--- config.mk ---
export PLATFORM = sky130hd
export DESIGN_NAME = fifo_ptr_ctrl
export DESIGN_NICKNAME = d
export VERILOG_FILES = /design/src/rtl/fifo_pkg.sv /design/src/rtl/gray_to_bin.sv /design/src/rtl/fifo_ptr_ctrl.sv
export SDC_FILE = /design/constraint.sdc
export NUM_CORES = 1
export LEC_CHECK = 0
export ABC_AREA = 0
export CAP_MARGIN = 25
export CELL_PAD_IN_SITES_DETAIL_PLACEMENT = 0
export CELL_PAD_IN_SITES_GLOBAL_PLACEMENT = 1
export CORE_UTILIZATION = 48
export CTS_CLUSTER_SIZE = 12
export DETAILED_ROUTE_END_ITERATION = 8
export DONT_BUFFER_PORTS = 1
export GPL_ROUTABILITY_DRIVEN = 0
export PLACE_DENSITY = 0.79
export RECOVER_POWER = 50
export SLEW_MARGIN = 40
export SYNTH_ARGS = -nofsm -noshare
export SYNTH_HDL_FRONTEND = slang
export SYNTH_SLANG_ARGS = --single-unit
export TNS_END_PERCENT = 1
--- constraint.sdc ---
create_clock -name clk -period 3.5 [get_ports clk]
set_clock_uncertainty 0.05 [all_clocks]
set_input_delay 0.35 -clock clk [delete_from_list [all_inputs] [get_ports clk]]
set_output_delay 0.35 -clock clk [all_outputs]
set_load 0.005 [all_outputs]
--- src/rtl/fifo_pkg.sv ---
// Shared definitions for the async FIFO pointer controllers: side selection,
// pointer width and the Gray-code helpers used on both clock domains.
package fifo_pkg;

    localparam int MODE_WR   = 0;
    localparam int MODE_RD   = 1;

    // Widest pointer the helpers below handle; callers zero-extend into it.
    localparam int MAX_PTR_W = 32;

    // Pointers carry one extra wrap bit above the RAM address.
    function automatic int PTR_W(input int aw);
        return aw + 1;
    endfunction

    function automatic logic [MAX_PTR_W-1:0] bin_to_gray(input logic [MAX_PTR_W-1:0] bin);
        return bin ^ (bin >> 1);
    endfunction

    // Full when the local Gray pointer equals the remote one with its two
    // MSBs inverted, i.e. the binary pointers differ by exactly one depth.
    function automatic logic full_match(input logic [MAX_PTR_W-1:0] gray,
                                        input logic [MAX_PTR_W-1:0] remote,
                                        input int                   pw);
        logic [MAX_PTR_W-1:0] mask;
        mask = MAX_PTR_W'(3) << (pw - 2);
        return gray == (remote ^ mask);
    endfunction

endpackage

--- src/rtl/gray_to_bin.sv ---
// Combinational Gray-to-binary decoder: MSB passes through, each lower bit is
// the XOR of all Gray bits from the MSB down to itself.
module gray_to_bin #(
    parameter int WIDTH = 4
) (
    input  logic [WIDTH-1:0] gray,
    output logic [WIDTH-1:0] bin
);

    for (genvar i = 0; i < WIDTH; i++) begin : g_bit
        assign bin[i] = ^gray[WIDTH-1:i];
    end

endmodule

--- src/rtl/fifo_ptr_ctrl.sv ---
// One side of an async FIFO: owns the local binary/Gray pointer, brings the
// remote Gray pointer into this clock domain and derives full (write side) or
// empty (read side), an almost flag and the fill level, all registered.
module fifo_ptr_ctrl
    import fifo_pkg::*;
#(
    parameter int ADDR_WIDTH    = 4,
    parameter int SYNC_STAGES   = 2,
    parameter int MODE          = 0,
    parameter int ALMOST_THRESH = 2
) (
    input  logic                  clk,
    input  logic                  rst,
    input  logic                  inc_req,
    input  logic [ADDR_WIDTH:0]   remote_gray_ptr,
    output logic                  inc_ack,
    output logic [ADDR_WIDTH-1:0] addr,
    output logic [ADDR_WIDTH:0]   bin_ptr,
    output logic [ADDR_WIDTH:0]   gray_ptr,
    output logic                  flag,
    output logic                  almost_flag,
    output logic [ADDR_WIDTH:0]   level
);

    localparam int           PW       = PTR_W(ADDR_WIDTH);
    localparam int           DEPTH    = 1 << ADDR_WIDTH;
    localparam logic [PW-1:0] HI_MARK = PW'(DEPTH - ALMOST_THRESH);
    localparam logic [PW-1:0] LO_MARK = PW'(ALMOST_THRESH);
    // The read side comes out of reset empty; the write side not full.
    localparam logic         RST_FLAG = (MODE == MODE_RD);

    logic [PW-1:0] sync_p [SYNC_STAGES];
    logic [PW-1:0] rg;
    logic [PW-1:0] rb;
    logic          acc;
    logic [PW-1:0] bin_nxt;
    logic [PW-1:0] gray_nxt;
    logic [PW-1:0] level_nxt;
    logic          flag_nxt;
    logic          almost_nxt;

    // Remote Gray pointer crosses into this domain through a plain flop chain;
    // Gray coding guarantees any sampled value is either the old or new pointer.
    always_ff @(posedge clk or posedge rst) begin
        if (rst) begin
            for (int i = 0; i < SYNC_STAGES; i++) begin
                sync_p[i] <= '0;
            end
        end else begin
            sync_p[0] <= remote_gray_ptr;
            for (int i = 1; i < SYNC_STAGES; i++) begin
                sync_p[i] <= sync_p[i-1];
            end
        end
    end

    assign rg = sync_p[SYNC_STAGES-1];

    gray_to_bin #(
        .WIDTH (PW)
    ) u_rg_to_bin (
        .gray (rg),
        .bin  (rb)
    );

    // While the flag is up requests are dropped and the pointer holds.
    assign acc      = inc_req & ~flag;
    assign inc_ack  = acc;
    assign bin_nxt  = bin_ptr + PW'(acc);
    assign gray_nxt = PW'(bin_to_gray(MAX_PTR_W'(bin_nxt)));
    assign addr     = bin_ptr[ADDR_WIDTH-1:0];

    // Flags are taken from the next pointer so a local accept is reflected on
    // the same edge; the remote side only ever lags, which keeps them pessimistic.
    if (MODE == MODE_WR) begin : g_wr
        assign flag_nxt   = full_match(MAX_PTR_W'(gray_nxt), MAX_PTR_W'(rg), PW);
        assign level_nxt  = bin_nxt - rb;
        assign almost_nxt = (level_nxt >= HI_MARK);
    end else begin : g_rd
        assign flag_nxt   = (gray_nxt == rg);
        assign level_nxt  = rb - bin_nxt;
        assign almost_nxt = (level_nxt <= LO_MARK);
    end

    // Pointer, flag and level registers; reset lands on an idle FIFO.
    always_ff @(posedge clk or posedge rst) begin
        if (rst) begin
            bin_ptr     <= '0;
            gray_ptr    <= '0;
            level       <= '0;
            flag        <= RST_FLAG;
            almost_flag <= RST_FLAG;
        end else begin
            bin_ptr     <= bin_nxt;
            gray_ptr    <= gray_nxt;
            level       <= level_nxt;
            flag        <= flag_nxt;
            almost_flag <= almost_nxt;
        end
    end

endmodule

Word-level counts from Yosys, hierarchy flattened. Cells that the tools add are included.

Bits in registers: 27. Latch bits: 0. Bits in writable memories: 0. Memory bits (read-only): 0. Bits of input ports: 8. Output and inout port bits: 22. Logic and storage cells: 19. Memories: 0.

$add $sub $neg: 2. $mul: 0. Divide/modulo/power cells: 0. $lt $le $gt $ge: 1. Equality and inequality tests: 1. Shifts and indexed selects: 0. Multiplexer cells: 0. Bitwise operators: 4. Reductions and logical operators: 4.

Operators by type and width (count): $add A5 B1 Y5 (1); $eq A5 B5 Y1 (1); $ge A5 B4 Y1 const B (1); $reduce_xor A5 Y1 (1); $sub A5 B5 Y5 (1); $xor A5 B4 Y5 (1); $reduce_xor A4 Y1 (1); $reduce_xor A3 Y1 (1); $not A2 Y2 (1); $reduce_xor A2 Y1 (1); $and A1 B1 Y1 (1); $not A1 Y1 (1).

Logic depth before layout (Yosys ltp). Gate-level depths: netlist of the first run.

Word-level depth: 5. Gate-level depth with buffers: 9. Mapped depth without buffers: 9.

Cells and area by module. From an unflattened synthesis of the first run, not the netlist that was laid out.

Cells, all modules: 91. Area total of the unflattened synthesis: 1206.2 um2.

Modules (own cells, without submodules): fifo_ptr_ctrl (instances 1, cells each 85, area each 1133.6 um2, sequential area each 650.6 um2); gray_to_bin (instances 1, cells each 6, area each 72.6 um2, sequential area each 0.0 um2).

Worst setup path after synthesis of the first run. No wires, ideal clock.

Path kind: reg2reg. Start point: register sync_p (netlist bit rg[4]). End point: register almost_flag. Library setup time: 120 ps. Data arrival time: 2344 ps. Data required time: 3330 ps. Path slack: 986 ps. Cell stages (with the launch flop): 10. Path buffers: 0. Period minus slack after synthesis: 2514 ps. Path through: dfrtp_1 > xnor3_2 > xor2_1 > xnor2_1 > ha_1 > fa_1 > nand2b_1 > o21ai_1 > xnor2_1 > a31o_1.

Word-level cells in the longest chain between the ends: 3. Elaborated cells on any way between the ends: 6. Classes of those cells: add/sub (1); order compare (1); reduce/logical (4).

Ends and longest elaborated chain: start: declaration (line fifo_ptr_ctrl.sv:32) `logic [PW-1:0] sync_p [SYNC_STAGES];`; start signal: indexed assignment (line fifo_ptr_ctrl.sv:52) `sync_p[i] <= sync_p[i-1];`; $reduce_xor A5 Y1 (tied with other cells) (line gray_to_bin.sv:11) `assign bin[i] = ^gray[WIDTH-1:i];`; $sub A5 B5 Y5 * (line fifo_ptr_ctrl.sv:77) `assign level_nxt = bin_nxt - rb;`; named net level_nxt[4] (line fifo_ptr_ctrl.sv:38) `logic [PW-1:0] level_nxt;`; $ge A5 B4 Y1 * (line fifo_ptr_ctrl.sv:78) `assign almost_nxt = (level_nxt >= HI_MARK);`; named net almost_nxt (line fifo_ptr_ctrl.sv:40) `logic almost_nxt;`; end signal: assignment (line fifo_ptr_ctrl.sv:98) `almost_flag <= almost_nxt;`; end: declaration (line fifo_ptr_ctrl.sv:21) `output logic almost_flag,`.

Mark *: on every way through the listed nets, which the timed path passes. The rest lies on a longest branch.

Worst setup path in the final report of the first run. Ends and elaborated chain as after synthesis.

==> results.toml, run 1 <==
[synthesis]
ys_ff_latch = 26
yosys.area.top_type_share_pct = 55.32
syn_area_per_cell_um2 = 13.52
synth_area_mm2 = 0.001176
synth.distinct_cells = 26
synthAdderAreaFrac_pct = 7.021
synth_flop_cell = "dfrtp_1"
synth_xor_area_share_pct = 21.81
synth_top_family_by_area = "XOR/XNOR gates"
synth-compound-area-share_pct = 2.447
synth_edf_count = 0
yosysSeqAreaShare_pct = 55.32
synth_top_area_cell = "dfrtp_1"
yosys_warnings = 0
syn_inst = 87
syn_nets = 101
synth-simple-area-share_pct = 5.532
async_flop_share_pct = 100.0
synthMuxAreaShare_pct = 1.702
yosys-top-cells-area = "dfrtp_1 55%, xnor2_1 7.4%, xor2_1 6.7%, ha_1 5.3%, buf_4 3.2%"

[placement]
port_buffers = 0
dp_hpwl_mm = 1.159

[status]
outcome = "complete, no violations"

[final_layout]
nets = 105
mostFrequentLayoutCells = "26 x dfrtp_1, 10 x xnor2_1, 9 x xor2_1"
area_growth_syn_to_layout_pct = 6.064
n_fill_cell = 208
n_antenna_cell = 0
drive_gt1_share_pct = 7.865
final_common_cell = "dfrtp_1"

[route]
antenna_left = 0
avgRoutedWirePerCell_um = 13.04
firstDrtPassIters = 2
drc = 0
vias = 579
totalWireLength_mm = 1.526
drtIter0Drc = 5
viasPerCell = 4.949

[critical_path]
cp-start-kind = "flop"
cpMostUsedCell = "xnor2_1"
criticalPathCategory = "reg -> reg"
cp_slowest_cell = "xnor3_2"
critical_path.top_delay_family = "XOR/XNOR gates"
crit_chain = "xnor3_2, xor2_1, xnor2_1, ha_1, fa_1, nand2b_1, o21ai_1, xnor2_1, a31o_1"
crit_path_end_kind = "flop"
worstPathRequired_ns = 3.66
rr_startpoint = "rg[4]"
cp_data_arrival_time_ns = 2.84
startpoint = "rg[4]"
cp.buffers_inverters = 0
slowest_delay_ns = 0.51
cp_max_fo = 5

[die]
fp-row-count = 17
die_h_um = 51.50
io_pins = 30
die_area_mm2 = 0.002652
die_x_um = 51.50
core_area_mm2 = 0.002255
start_util_pct = 52.16

[pwr]
leakage_nw = 0.5878
power.total_w = 0.001196
vdd_drop_max_mv = 0.4949
p_per_area_mw_per_mm2 = 959.1

[global_routing]
grt_pass1_vias = 571
globalRouteOverflowTotal = 0
track_usage_pct = 13.59
grt_first_pass_wirelength_mm = 2.559
grt_max_degree = 27
antenna_found_initial = 0

[sta]
slew_viol_final = 0
timing.fmax_ghz = 0.3732
post-route-min-period_ns = 2.679
hold_violations = 0
period_share_pct = 76.56
setup_tns_ns = 0
setup_viol = 0
rsz0062_at_grt = "false"
relSlewSlack_pct = 38.65
tightest_slew_ns = 0.9192

[cts]
cts_buffer_depth = 2
cts_sinks = 26
numCtsBuffers = 3
cts.clk_slew.worst_paths_ns = 0.12
h-tree-depth = 1
clock_latency_ns = 0.30
cts_tree = "built"
clock-root-buffer = "clkbuf_4"
post_cts_buffers = 0

[hold_path]
hold_start = "sync_p[9]"
hold_path_class = "reg -> reg"

[job]
max_cap_violations = 0
[layer usage]
metal	track usage (%)	routed length [um]
met2	22.51	791
met5	0	0
met1	16.31	654
met4	6.757	29
met3	3.509	50
[state kept, by name, indices dropped and copies added (netlist names)]
| name | count |
|---|---|
| rg | 5 |
| almost_flag | 1 |
| sync_p | 5 |
| bin_ptr | 5 |
| level | 5 |
| flag | 1 |
| gray_ptr | 4 |
[synth_stat cells, drive strengths merged (2+ instances only)]
cell and instances:
and2 2, xnor2 11, o21ai 2, nand2b 2
ha 5, xnor3 2, buf 6, inv 7
mux2i 2, a21oi 2, dfrtp 26, nor2 2
xor2 10
[area by class of cell]
class	count	area, um2	area share (%)
sequential	26	650.6	52.16
multi-input combinational	47	452.9	36.31
inverter	7	26.28	2.106
clock buffer	3	22.52	1.805
tap	28	35.03	2.808
timing repair buffer	6	60.06	4.814
[path summary, 6_finish.rpt]
check / end / cells after the start / slack, ns
worst max register to register: almost_flag / 9 / 0.82
worst max-delay path: almost_flag / 9 / 0.82
worst min register to register: rg[4] / 0 / 0.31
worst min-delay path: rg[4] / 0 / 0.31
max in group asynchronous: level[2] / 2 / 2.21
min in group asynchronous: sync_p[8] / 2 / 0.63
[kinds of logic after synthesis]
| logic type | after synthesis |
|---|---|
| buffers and inverters | 14 |
| flip-flops | 26 |
| AO/OA/AOI/OAI | 5 |
| XOR/XNOR | 23 |
| AND/OR/NAND/NOR | 11 |
| adder cells (fa/ha/maj) | 6 |
| multiplexers | 2 |
[through the flow]
| step | instances | hold WS [ns] | area (um2) | utilization (%) | setup slack (ns) |
|---|---|---|---|---|---|
| floorplan | 87 | 0.2812 | 1176 | - | 0.9860 |
| global placement | 108 | 0.2819 | 1165 | 51.66 | 0.8635 |
| detailed placement | 108 | 0.2477 | 1165 | 51.66 | 0.8096 |
| CTS | 117 | 0.3191 | 1247 | 55.33 | 0.7906 |
| global route | 117 | 0.3212 | 1247 | 55.33 | 0.6469 |
| finish | 117 | 0.3140 | 1247 | 55.33 | 0.8205 |
[report_power, final]
part           switching, W  internal (W)  leakage, nW
Sequential        0.0000902      0.000413        0.306
Clock             0.0000773     0.0000402       0.0138
Combinational      0.000295      0.000281        0.268
[timing repair]
item	in CTS	in global routing
hold buffers	6	0
endpoints found under the hold margin	31	0
resized for setup	0	0
Power figures use the tool's default switching activity.
==> run 2: changes to the inputs <==
--- a/config.mk
+++ b/config.mk
@@ -9,12 +9,12 @@
 export CAP_MARGIN = 25
 export CELL_PAD_IN_SITES_DETAIL_PLACEMENT = 0
 export CELL_PAD_IN_SITES_GLOBAL_PLACEMENT = 1
-export CORE_UTILIZATION = 48
+export CORE_UTILIZATION = 43
 export CTS_CLUSTER_SIZE = 12
 export DETAILED_ROUTE_END_ITERATION = 8
 export DONT_BUFFER_PORTS = 1
 export GPL_ROUTABILITY_DRIVEN = 0
-export PLACE_DENSITY = 0.79
+export PLACE_DENSITY = 0.75
 export RECOVER_POWER = 50
 export SLEW_MARGIN = 40
 export SYNTH_ARGS = -nofsm -noshare
==> constraint.sdc (replaced) <==
create_clock -name clk -period 2.4 [get_ports clk]
set_clock_uncertainty 0.05 [all_clocks]
set_input_delay 0.24 -clock clk [delete_from_list [all_inputs] [get_ports clk]]
set_output_delay 0.24 -clock clk [all_outputs]
set_load 0.005 [all_outputs]
==> run 2 against run 1 <==
Compared with the run above: worst setup slack worse by 0.81 ns; count of clock-buffer cells in the layout unchanged; non-clock buffer count up 12; routed wire length up 18%; global-route usage up 1.6 points; largest power group unchanged.
==> results.toml, run 2 (synthesized netlist as in run 1, its figures left out) <==
[status]
outcome = "complete, no violations"

[critical_path]
crit_chain = "xnor3_2, xor2_2, xnor2_1, ha_2, fa_2, nand2b_4, o21ai_4, xnor2_2, a31o_1"
cp.buffers_inverters = 0
cp_data_arrival_time_ns = 2.55
crit_path_end_kind = "flop"
worstPathRequired_ns = 2.56
cp_max_fo = 2
critical_path.top_delay_family = "XOR/XNOR gates"
criticalPathCategory = "reg -> reg"
slowest_delay_ns = 0.46
cp-start-kind = "flop"
cp_slowest_cell = "xnor3_2"

[die]
die_area_mm2 = 0.002948
fp-row-count = 18
io_pins = 30
core_area_mm2 = 0.002522
die_h_um = 54.30
start_util_pct = 46.63
die_x_um = 54.30

[global_routing]
grt_max_degree = 27
grt_first_pass_wirelength_mm = 2.994
grt_pass1_vias = 692
globalRouteOverflowTotal = 0
antenna_found_initial = 0
track_usage_pct = 15.17

[sta]
setup_viol = 0
tightest_slew_ns = 0.9266
hold_violations = 0
timing.fmax_ghz = 0.4193
period_share_pct = 99.37
rsz0062_at_grt = "true"
post-route-min-period_ns = 2.385
slew_viol_final = 0
holdWs_ns = 0.3128
relSlewSlack_pct = 38.16

[route]
avgRoutedWirePerCell_um = 13.75
drc = 0
totalWireLength_mm = 1.801
firstDrtPassIters = 2
viasPerCell = 4.931
antenna_left = 0
vias = 646
drtIter0Drc = 3

[pwr]
p_per_area_mw_per_mm2 = 1435
power.total_w = 0.001979
vdd_drop_max_mv = 0.9423
leakage_nw = 0.6566

[cts]
cts_buffer_depth = 2
h-tree-depth = 1
cts_tree = "built"
clock_latency_ns = 0.31
cts.clk_slew.worst_paths_ns = 0.12
numCtsBuffers = 3
cts_sinks = 26
clock-root-buffer = "clkbuf_4"

[final_layout]
final_cell_count_no_fill = 131
nets = 117
area_growth_syn_to_layout_pct = 17.23
final_common_cell = "dfrtp_1"
n_antenna_cell = 0
mostFrequentLayoutCells = "26 x dfrtp_1, 12 x buf_4, 9 x xnor2_1"
drive_gt1_share_pct = 24.75

[placement]
dp_hpwl_mm = 1.326
dpl.cell_count = 119
port_buffers = 0

[job]
max_cap_violations = 0

[hold_path]
hold_path_class = "reg -> reg"
[run 2: changes by cell type in the layout (fill, tap and decap cells not counted)]
cell      previous run  this run
buf_4                0        12
fa_1                 1         0
fa_2                 0         1
ha_1                 5         4
ha_2                 0         1
nand2b_1             2         1
nand2b_4             0         1
o21ai_1              2         1
o21ai_4              0         1
xnor2_1             10         9
xnor2_2              1         2
xor2_1               9         8
xor2_2               0         1
[run 2: per-layer routing]
layer	part of all wire [%]	track usage [%]
met5	0	0
met2	55	27.03
met4	2.3	7.265
met1	38	16.79
met3	3.9	3.611
[run 2: metrics by stage]
stage	worst slack [ns]	instance area, um2	TNS, ns	util (%)
6_report	0.01502	1379	0	54.66
5_1_grt	-0.07507	1379	-0.07507	54.66
4_1_cts	0.01138	1356	0	53.77
3_5_place_dp	-0.004121	1245	-0.004121	49.36
3_3_place_gp	0.04726	1245	0	49.36
2_1_floorplan	0.01300	1186	0	-
[run 2: worst reg2reg max path: stages (launching register included)]
cell,delay [ns]
dfrtp_1,0.38
xnor3_2,0.46
xor2_2,0.17
xnor2_1,0.13
ha_2,0.18
fa_2,0.34
nand2b_4,0.16
o21ai_4,0.13
xnor2_2,0.07
a31o_1,0.19
[run 2: path summary, 6_finish.rpt]
check                      startpoint          end  slack (ns)  depth (start not counted)
max                             rg[3]  almost_flag        0.02                          9
min                         sync_p[7]        rg[2]        0.31                          0
max reg2reg                     rg[3]  almost_flag        0.02                          9
min reg2reg                 sync_p[7]        rg[2]        0.31                          0
max in group asynchronous         rst     level[2]        1.23                          2
min in group asynchronous         rst    sync_p[8]        0.51                          2
[run 2: layout make-up]
type | count | area (um2)
fillers | 228 | 1144
well taps | 30 | 37.54
repair buffers | 18 | 150.1
inverters | 7 | 26.28
clock buffers | 3 | 22.52
flip-flops and latches | 26 | 650.6
multi-input cells | 47 | 491.7
[run 2: report_power, final]
| part | total (W) | internal, W | switching, W |
|---|---|---|---|
| logic | 0.00109 | 0.000550 | 0.000542 |
| registers | 0.000713 | 0.000602 | 0.000111 |
| clock network | 0.000174 | 0.0000586 | 0.000115 |
| total | 0.00198 | 0.00121 | 0.000768 |
[run 2: repair_timing]
item                                   in CTS  in global routing
buffers inserted                            2                  1
setup endpoints to repair                   1                  1
endpoints found under the hold margin      31                  0
hold buffers                                6                  0
gates cloned                                0                  0
gates resized for setup                     3                  2
pin swaps                                   5                  4
